## src/rtl/ysyx_22040931_ifu_pkg.sv

```systemverilog
// Shared types and constants for the instruction fetch unit.
package ysyx_22040931_ifu_pkg;

   localparam int DATA_BUS = 64;
   localparam int ADDR_W   = DATA_BUS;
   localparam int INST_W   = 32;
   localparam logic [63:0] RESET_PC = 64'h0000_0000_8000_0000;

   typedef enum logic [1:0] {
      IFU_IDLE = 2'd0,
      IFU_REQ  = 2'd1,
      IFU_WAIT = 2'd2,
      IFU_HOLD = 2'd3
   } ifu_state_t;

   typedef enum logic [1:0] {
      PC_HOLD  = 2'd0,
      PC_INC   = 2'd1,
      PC_REDIR = 2'd2
   } pc_sel_t;

endpackage

```

## src/rtl/ysyx_22040931_pc_reg.sv

```systemverilog
// Program counter register: holds, advances the fetched PC by 4, or loads a redirect target.
module ysyx_22040931_pc_reg
   import ysyx_22040931_ifu_pkg::*;
#(
   parameter int          W         = 64,
   parameter logic [W-1:0] RESET_VAL = '0
) (
   input  logic         clk,
   input  logic         rst_n,
   input  pc_sel_t      sel,
   input  logic [W-1:0] base,
   input  logic [W-1:0] target,
   output logic [W-1:0] pc
);

   localparam logic [W-1:0] STEP = W'(4);

   always_ff @(posedge clk or negedge rst_n) begin
      if (!rst_n) begin
         pc <= RESET_VAL;
      end else begin
         case (sel)
            PC_INC:   pc <= base + STEP;
            PC_REDIR: pc <= target;
            default:  pc <= pc;
         endcase
      end
   end

endmodule

```

## src/rtl/ysyx_22040931_ifu.sv

```systemverilog
// Instruction fetch unit with one outstanding imem request and redirect kill.
// Optional: YSYX_22040931_IFU_MISALIGN_EN rejects misaligned redirects and pulses misalign_exc.
module ysyx_22040931_ifu
   import ysyx_22040931_ifu_pkg::*;
#(
   parameter int                ADDR_W   = ysyx_22040931_ifu_pkg::ADDR_W,
   parameter int                INST_W   = ysyx_22040931_ifu_pkg::INST_W,
   parameter logic [ADDR_W-1:0] RESET_PC = ADDR_W'(ysyx_22040931_ifu_pkg::RESET_PC)
) (
   input  logic              clk,
   input  logic              rst_n,
   output logic              imem_req_valid,
   input  logic              imem_req_ready,
   output logic [ADDR_W-1:0] imem_req_addr,
   input  logic              imem_rsp_valid,
   input  logic [INST_W-1:0] imem_rsp_data,
   input  logic              redirect_valid,
   input  logic [ADDR_W-1:0] redirect_pc,
   output logic              id_valid,
   input  logic              id_ready,
   output logic [INST_W-1:0] id_inst,
   output logic [ADDR_W-1:0] id_pc
`ifdef YSYX_22040931_IFU_MISALIGN_EN
  ,output logic              misalign_exc
`endif
);

   ifu_state_t        state;
   logic [ADDR_W-1:0] pc;
   logic [ADDR_W-1:0] req_pc;
   logic              kill;
   logic              redir;
   logic              req_hs;
   pc_sel_t           pc_sel;

`ifdef YSYX_22040931_IFU_MISALIGN_EN
   logic misaligned;
   assign misaligned = redirect_valid && (redirect_pc[1:0] != 2'b00);
   assign redir      = redirect_valid && !misaligned;
`else
   assign redir      = redirect_valid;
`endif

   assign imem_req_valid = (state == IFU_REQ);
   assign imem_req_addr  = pc;
   // Any redirect, even a rejected misaligned one, blocks the decode transfer this cycle.
   assign id_valid       = (state == IFU_HOLD) && !redirect_valid;
   assign req_hs         = imem_req_valid && imem_req_ready;

   always_comb begin
      pc_sel = PC_HOLD;
      if (redir) begin
         pc_sel = PC_REDIR;
      end else if (state == IFU_WAIT && imem_rsp_valid && !kill) begin
         pc_sel = PC_INC;
      end
   end

   ysyx_22040931_pc_reg #(
      .W         (ADDR_W),
      .RESET_VAL (RESET_PC)
   ) u_pc_reg (
      .clk    (clk),
      .rst_n  (rst_n),
      .sel    (pc_sel),
      .base   (req_pc),
      .target (redirect_pc),
      .pc     (pc)
   );

   always_ff @(posedge clk or negedge rst_n) begin
      if (!rst_n) begin
         state   <= IFU_IDLE;
         req_pc  <= '0;
         kill    <= 1'b0;
         id_inst <= '0;
         id_pc   <= '0;
      end else begin
         case (state)
            IFU_IDLE: state <= IFU_REQ;
            IFU_REQ: begin
               if (req_hs) begin
                  req_pc <= pc;
                  state  <= IFU_WAIT;
                  if (redir) kill <= 1'b1;
               end
            end
            IFU_WAIT: begin
               if (redir) begin
                  if (imem_rsp_valid) begin
                     kill  <= 1'b0;
                     state <= IFU_REQ;
                  end else begin
                     kill  <= 1'b1;
                  end
               end else if (imem_rsp_valid) begin
                  if (kill) begin
                     kill  <= 1'b0;
                     state <= IFU_REQ;
                  end else begin
                     id_inst <= imem_rsp_data;
                     id_pc   <= req_pc;
                     state   <= IFU_HOLD;
                  end
               end
            end
            IFU_HOLD: begin
               if (redir || id_valid && id_ready) state <= IFU_REQ;
            end
            default: state <= IFU_IDLE;
         endcase
      end
   end

`ifdef YSYX_22040931_IFU_MISALIGN_EN
   always_ff @(posedge clk or negedge rst_n) begin
      if (!rst_n) misalign_exc <= 1'b0;
      else        misalign_exc <= misaligned;
   end
`endif

endmodule

```

## config.mk

```make
export PLATFORM = sky130hd
export DESIGN_NAME = ysyx_22040931_ifu
export DESIGN_NICKNAME = d
export VERILOG_FILES = /design/src/rtl/ysyx_22040931_ifu_pkg.sv /design/src/rtl/ysyx_22040931_pc_reg.sv /design/src/rtl/ysyx_22040931_ifu.sv
export SDC_FILE = /design/constraint.sdc
export NUM_CORES = 1
export LEC_CHECK = 0
export CORE_MARGIN = 2
export CORE_UTILIZATION = 33
export DETAILED_ROUTE_END_ITERATION = 16
export SLEW_MARGIN = 20
export SYNTH_ARGS = -nofsm -noshare
export SYNTH_HDL_FRONTEND = slang
export SYNTH_HIERARCHICAL = 1
export SYNTH_SLANG_ARGS = --single-unit
```

## constraint.sdc

```tcl
create_clock -name clk -period 7.8 [get_ports clk]
set_input_delay 0.78 -clock clk [delete_from_list [all_inputs] [get_ports clk]]
set_output_delay 0.78 -clock clk [all_outputs]
set_load 0.05 [all_outputs]
```

# --- After elaboration in Yosys (flattened, before gate mapping) ---
# Index checks and enable logic that the tools add are counted.
classes:
  add_sub_neg: 1
  n_eq_ne: 10
  mux: 16
  n_bitwise: 2
  n_reduce_logical: 15
op_table:
  columns: ["op", "count"]
  rows:
  - ["$pmux W64 S2", 1]
  - ["$add A64 B3 Y64 const B", 1]
  - ["$mux W2", 7]
  - ["$pmux W2 S4", 1]
  - ["$reduce_and A4 Y1", 2]
  - ["$eq A2 B2 Y1 const B", 3]
  - ["$mux W1", 6]
  - ["$ne A2 B1 Y1 const B", 3]
  - ["$logic_and A1 B1 Y1", 5]
  - ["$eq A2 B1 Y1 const B", 2]
  - ["$reduce_bool A2 Y1", 2]
  - ["$ne A3 B3 Y1 const B", 1]
  - ["$reduce_and A3 Y1", 1]
  - ["$logic_not A1 Y1", 2]
  - ["$logic_not A2 Y1", 1]
  - ["$ne A2 B2 Y1 const B", 1]
  - ["$not A1 Y1", 2]
  - ["$pmux W1 S2", 1]
  - ["$reduce_and A2 Y1", 1]
  - ["$logic_or A1 B1 Y1", 1]
word_totals:
  register_bits: 227
  inputBits: 102
  wordCells: 50

# --- Logic depth before layout (Yosys ltp) ---
logic_depth:
  ltp_word: 7
  depth_mapped: 13
  depth_no_buf: 10

# --- Cells and area by module ---
# Netlist, hierarchy kept.
modules_own_cells:
  columns: ["module", "n_inst", "cells_per_inst", "area_per_inst_um2", "seq_area_each_um2"]
  rows:
  - ["ysyx_22040931_ifu", 1, 362, 6150.9, 4078.9]
  - ["ysyx_22040931_pc_reg", 1, 491, 4275.4, 1602.8]

# --- Worst setup path after synthesis ---
# Ideal clock, no wire load.
synth_path:
  kind: "in2reg"
  start: "input imem_rsp_valid"
  end: "register u_pc_reg.pc[53]"
  setup_time_ns: 0.087
  arrival_ns: 2.762
  t_required_ns: 7.713
  slack_ns: 4.951
  path_stages: 10
  path_buffers: 3
  path_cell_list: "nand2_1 > nor3_2 > buf_6 > buf_6 > inv_1 > ha_1 > or2_2 > clkbuf_8 > or4_1 > o211ai_1"
synth_via:
  elab_chain_len: 6
synth_rtl:
  columns: ["item", "line", "text"]
  rows:
  - ["from (decl)", "ysyx_22040931_ifu.sv:15", "input logic imem_rsp_valid,"]
  - ["$logic_and A1 B1 Y1 * (2 in a row)", "ysyx_22040931_ifu.sv:54", "end else if (state == IFU_WAIT && imem_rsp_valid && !kill) begin"]
  - ["$mux W1 *", "ysyx_22040931_ifu.sv:54", null]
  - ["$mux W2 *", "ysyx_22040931_ifu.sv:52", "if (redir) begin"]
  - ["net pc_sel[0]", "ysyx_22040931_ifu.sv:34", "pc_sel_t pc_sel;"]
  - ["$eq A2 B2 Y1 / $eq A2 B1 Y1 (equally long branches)", "ysyx_22040931_pc_reg.sv:22", "case (sel)"]
  - ["$pmux W64 S2 / $reduce_bool A2 Y1 (equally long branches)", null, null]
  - ["to (signal assigned)", "ysyx_22040931_pc_reg.sv:23", "PC_INC: pc <= base + STEP;"]
  - ["to (signal assigned)", "ysyx_22040931_pc_reg.sv:24", "PC_REDIR: pc <= target;"]
  - ["to (signal assigned)", "ysyx_22040931_pc_reg.sv:25", "default: pc <= pc;"]
  - ["to (decl)", "ysyx_22040931_pc_reg.sv:13", "output logic [W-1:0] pc"]
# Mark *: on every way through the listed nets, which the timed path passes. The rest lies on a longest branch.
# A chain may end at the register's enable or synchronous reset.

# --- Final worst setup path ---
layout_path:
  start: "input redirect_valid"
  end: "register u_pc_reg.pc[15]"
layout_via:
  elab_chain_len: 3
layout_rtl:
  columns: ["item", "line", "text"]
  rows:
  - ["from (decl)", "ysyx_22040931_ifu.sv:17", "input logic redirect_valid,"]
  - ["$mux W2 *", "ysyx_22040931_ifu.sv:52", null]
  - ["$eq A2 B2 Y1 / $eq A2 B1 Y1 (equally long branches)", "ysyx_22040931_pc_reg.sv:22", null]
  - ["$pmux W64 S2 / $reduce_bool A2 Y1 (equally long branches)", null, null]
# Mark *: on every way between the ends. The rest lies on a longest branch, timed or not.

==> run metrics <==
die width=182 um; Post-synth EDFFs=0; Reg power frac=0.354; Post-CTS Hold Buffers=0; RSZ-0062 raised after global routing=no; routed wire length=28400 um; CP endpoint kind=flop; Rows=65; syn_nets=961; cell-internal power=3.39 mW; Max Root-Sink Buffers=3; CP peak stage delay=0.84 ns; global-route wire length before repair=44900 um; num ports=264; Remaining DRCs=0; largest family of logic cells by synthesized area=multiplexers; Worst-path clk slew=0.06 ns; clk sinks=227; average cell area after synthesis=12.2 sq um; commonest non-fill, non-tap cell in the layout=clkdlybuf4s50_1; core outline area=31300 sq um; WP data arrival=3.78 ns; fin crit share=0.431; Power Density=398 nW/um^2; largest cells by area after synthesis=dfrtp_1 (54%), mux2_2 (14%), nand2_1 (3.8%), mux2_1 (3.1%), xnor2_1 (3.1%); Slew @ Worst Pin=1.03 ns; Netlist cell types=50; share of the synthesized area in the top cell type=0.542; crit-path max FO=88; First-pass DRT Iterations=6; IR drop worst, VDD=216 uV; maxcap violations=0; setup_tns=0 ns; initial antenna violation count=0; Setup crit start=redirect_valid; CTS tree=done; max-slew violation count=0; Global Route Usage Sum=0.171; combinational share of power=0.409; XOR/XNOR share of the synthesized area=0.0462; Die ar.=33000 sq um; sequential area share after synthesis=0.545; cells along the critical path=clkdlybuf4s50_1, nor3_4, inv_1, ha_4, buf_4, nor2_1, a221oi_1; Num CTS Buffers=26; f_max=0.298 GHz; Via Count=7453; CP Launch Type=input port; switching power=2.32 mW; fin crit period=3.36 ns; final hold vios=0; Final Wtd Congestion=0.773; number of synthesized register bits=227; Cell Area, Synth=10400 sq um; CP max stage cell=ha_4; die height=182 um; Clk pwr share=0.237; cell count after synthesis=853; post-CTS setup buffers=0; CTS resizes=0; Async SR Flop Fraction=1.00; vias in the first global route=7860; mux cell area share after synthesis=0.189; Crit Path Class=input port to flop; Final Skew=0.0192 ns; Compound-Gate Fraction of Synth Area=0.0584; worst flop-to-flop path startpoint=state[0]; clk_lat worst skew=0.53 ns; Detail Route Antenna Nets=0; Slew HR=0.310; Yosys warnings=6; grt ovf=0; H-Tree Depth=1; fin util=0.458; total power=5.71 mW; leading area contributor after synthesis=dfrtp_1; PortBufs=263; final setup fails=0; DR WL/cell=18.6 um; Syn-to-layout area delta=37.6%; drt initial violations=396; Required @ worst endpoint=8.22 ns; CTS root buf=clkbuf_16; largest net degree at the start of global routing=89; leakage power=6.10 nW; Synth Area in Adders=0.00720; ANT cells=0; status=complete, no violations; dominant synthesized flop cell=dfrtp_1; switching share of total power=0.406; Vias/cell=4.88; hpwl dp=19200 um; share of layout cells above drive strength 1=0.188; Post-layout nets=1215; hold crit path type=input port to asynchronous set/reset pin; most frequent cells in the layout=clkdlybuf4s50_1 (262), dfrtp_1 (226), mux2_2 (133); Simple-Gate Fraction of Synth Area=0.118; Initial Util=0.333
[routing by layer]
layer | share of wire | track usage | routed length [um]
met5 | 0 | 0 | 0
met4 | 0.017 | 0.0302 | 475
met3 | 0.079 | 0.0540 | 2240
met2 | 0.46 | 0.277 | 13100
met1 | 0.44 | 0.226 | 12600
[power by group through the flow]
stage	Combinational, mW	Clock (mW)	Sequential (mW)
floorplan	0.690	0	2.83
global placement	2.33	0	2.03
detailed placement	2.35	0	2.04
CTS	2.36	1.40	2.03
global route	2.47	1.43	2.10
finish	2.33	1.35	2.02
[sequential cells by signal (all words and copies together), names as in the netlist]
register	count
kill	1
u_pc_reg/pc	64
id_inst	32
id_pc	64
req_pc	64
state	2
[final timing paths]
check	cells past startpoint	slack [ns]	end
worst min-delay path	1	0.27	req_pc[47]
max in group asynchronous	2	6.13	req_pc[22]
min in group clk	1	0.48	id_pc[34]
worst max-delay path	7	4.44	u_pc_reg/pc[15]
worst min register to register	1	0.48	id_pc[34]
worst max register to register	9	4.60	u_pc_reg/pc[15]
[critical path, delay by kind of cell]
| family | cells | cell delay, ns |
|---|---|---|
| fa+ha+maj | 1 | 0.84 |
| compound gates | 1 | 0.33 |
| buf+inv | 3 | 1.19 |
| simple gates | 2 | 0.58 |
[per-stage QoR]
stage | hold slack [ns] | cell area [sq um] | instances | worst slack, ns
detailed placement | 0.478 | 13400 | 1481 | 3.87
global route | 0.310 | 14300 | 1528 | 4.16
CTS | 0.272 | 14300 | 1528 | 4.43
global placement | 0.468 | 13400 | 1481 | 3.95
floorplan | 0.484 | 10400 | 853 | 4.95
finish | 0.271 | 14300 | 1528 | 4.44
[cells by family (layout without fill, tap and decap cells)]
family | Yosys count | after routing
muxes | 177 | 177
xor gates and xnor gates | 55 | 55
DFF | 227 | 227
buffers and inverters | 70 | 343
adders and majority gates | 6 | 6
AOI/OAI and AO/OA | 87 | 87
and+or+nand+nor | 231 | 231
[cell usage after synthesis, drive strengths merged, types with 2 or more instances]
cell type	count
nor3	20
clkbuf	22
inv	25
ha	6
and3	6
o221ai	26
mux2i	15
a21oi	14
nand4	16
xnor2	37
mux2	162
and2	2
a221oi	11
nand3	25
nand2b	4
nor2	24
o21ai	28
dfrtp	226
nor4	7
nand2	105
o31ai	2
o21a	3
and4	4
or3	3
xor2	18
buf	22
nor3b	12
[cell type report]
class	count	area, sq um
flip-flops and latches	227	5680
inverters	25	93.8
clock inverters	8	165
repair buffers	271	2700
fillers	2922	17000
well taps	402	503
multi-input cells	556	4400
clock buffers	39	801
No activity file was read; power rests on OpenSTA's default activity.
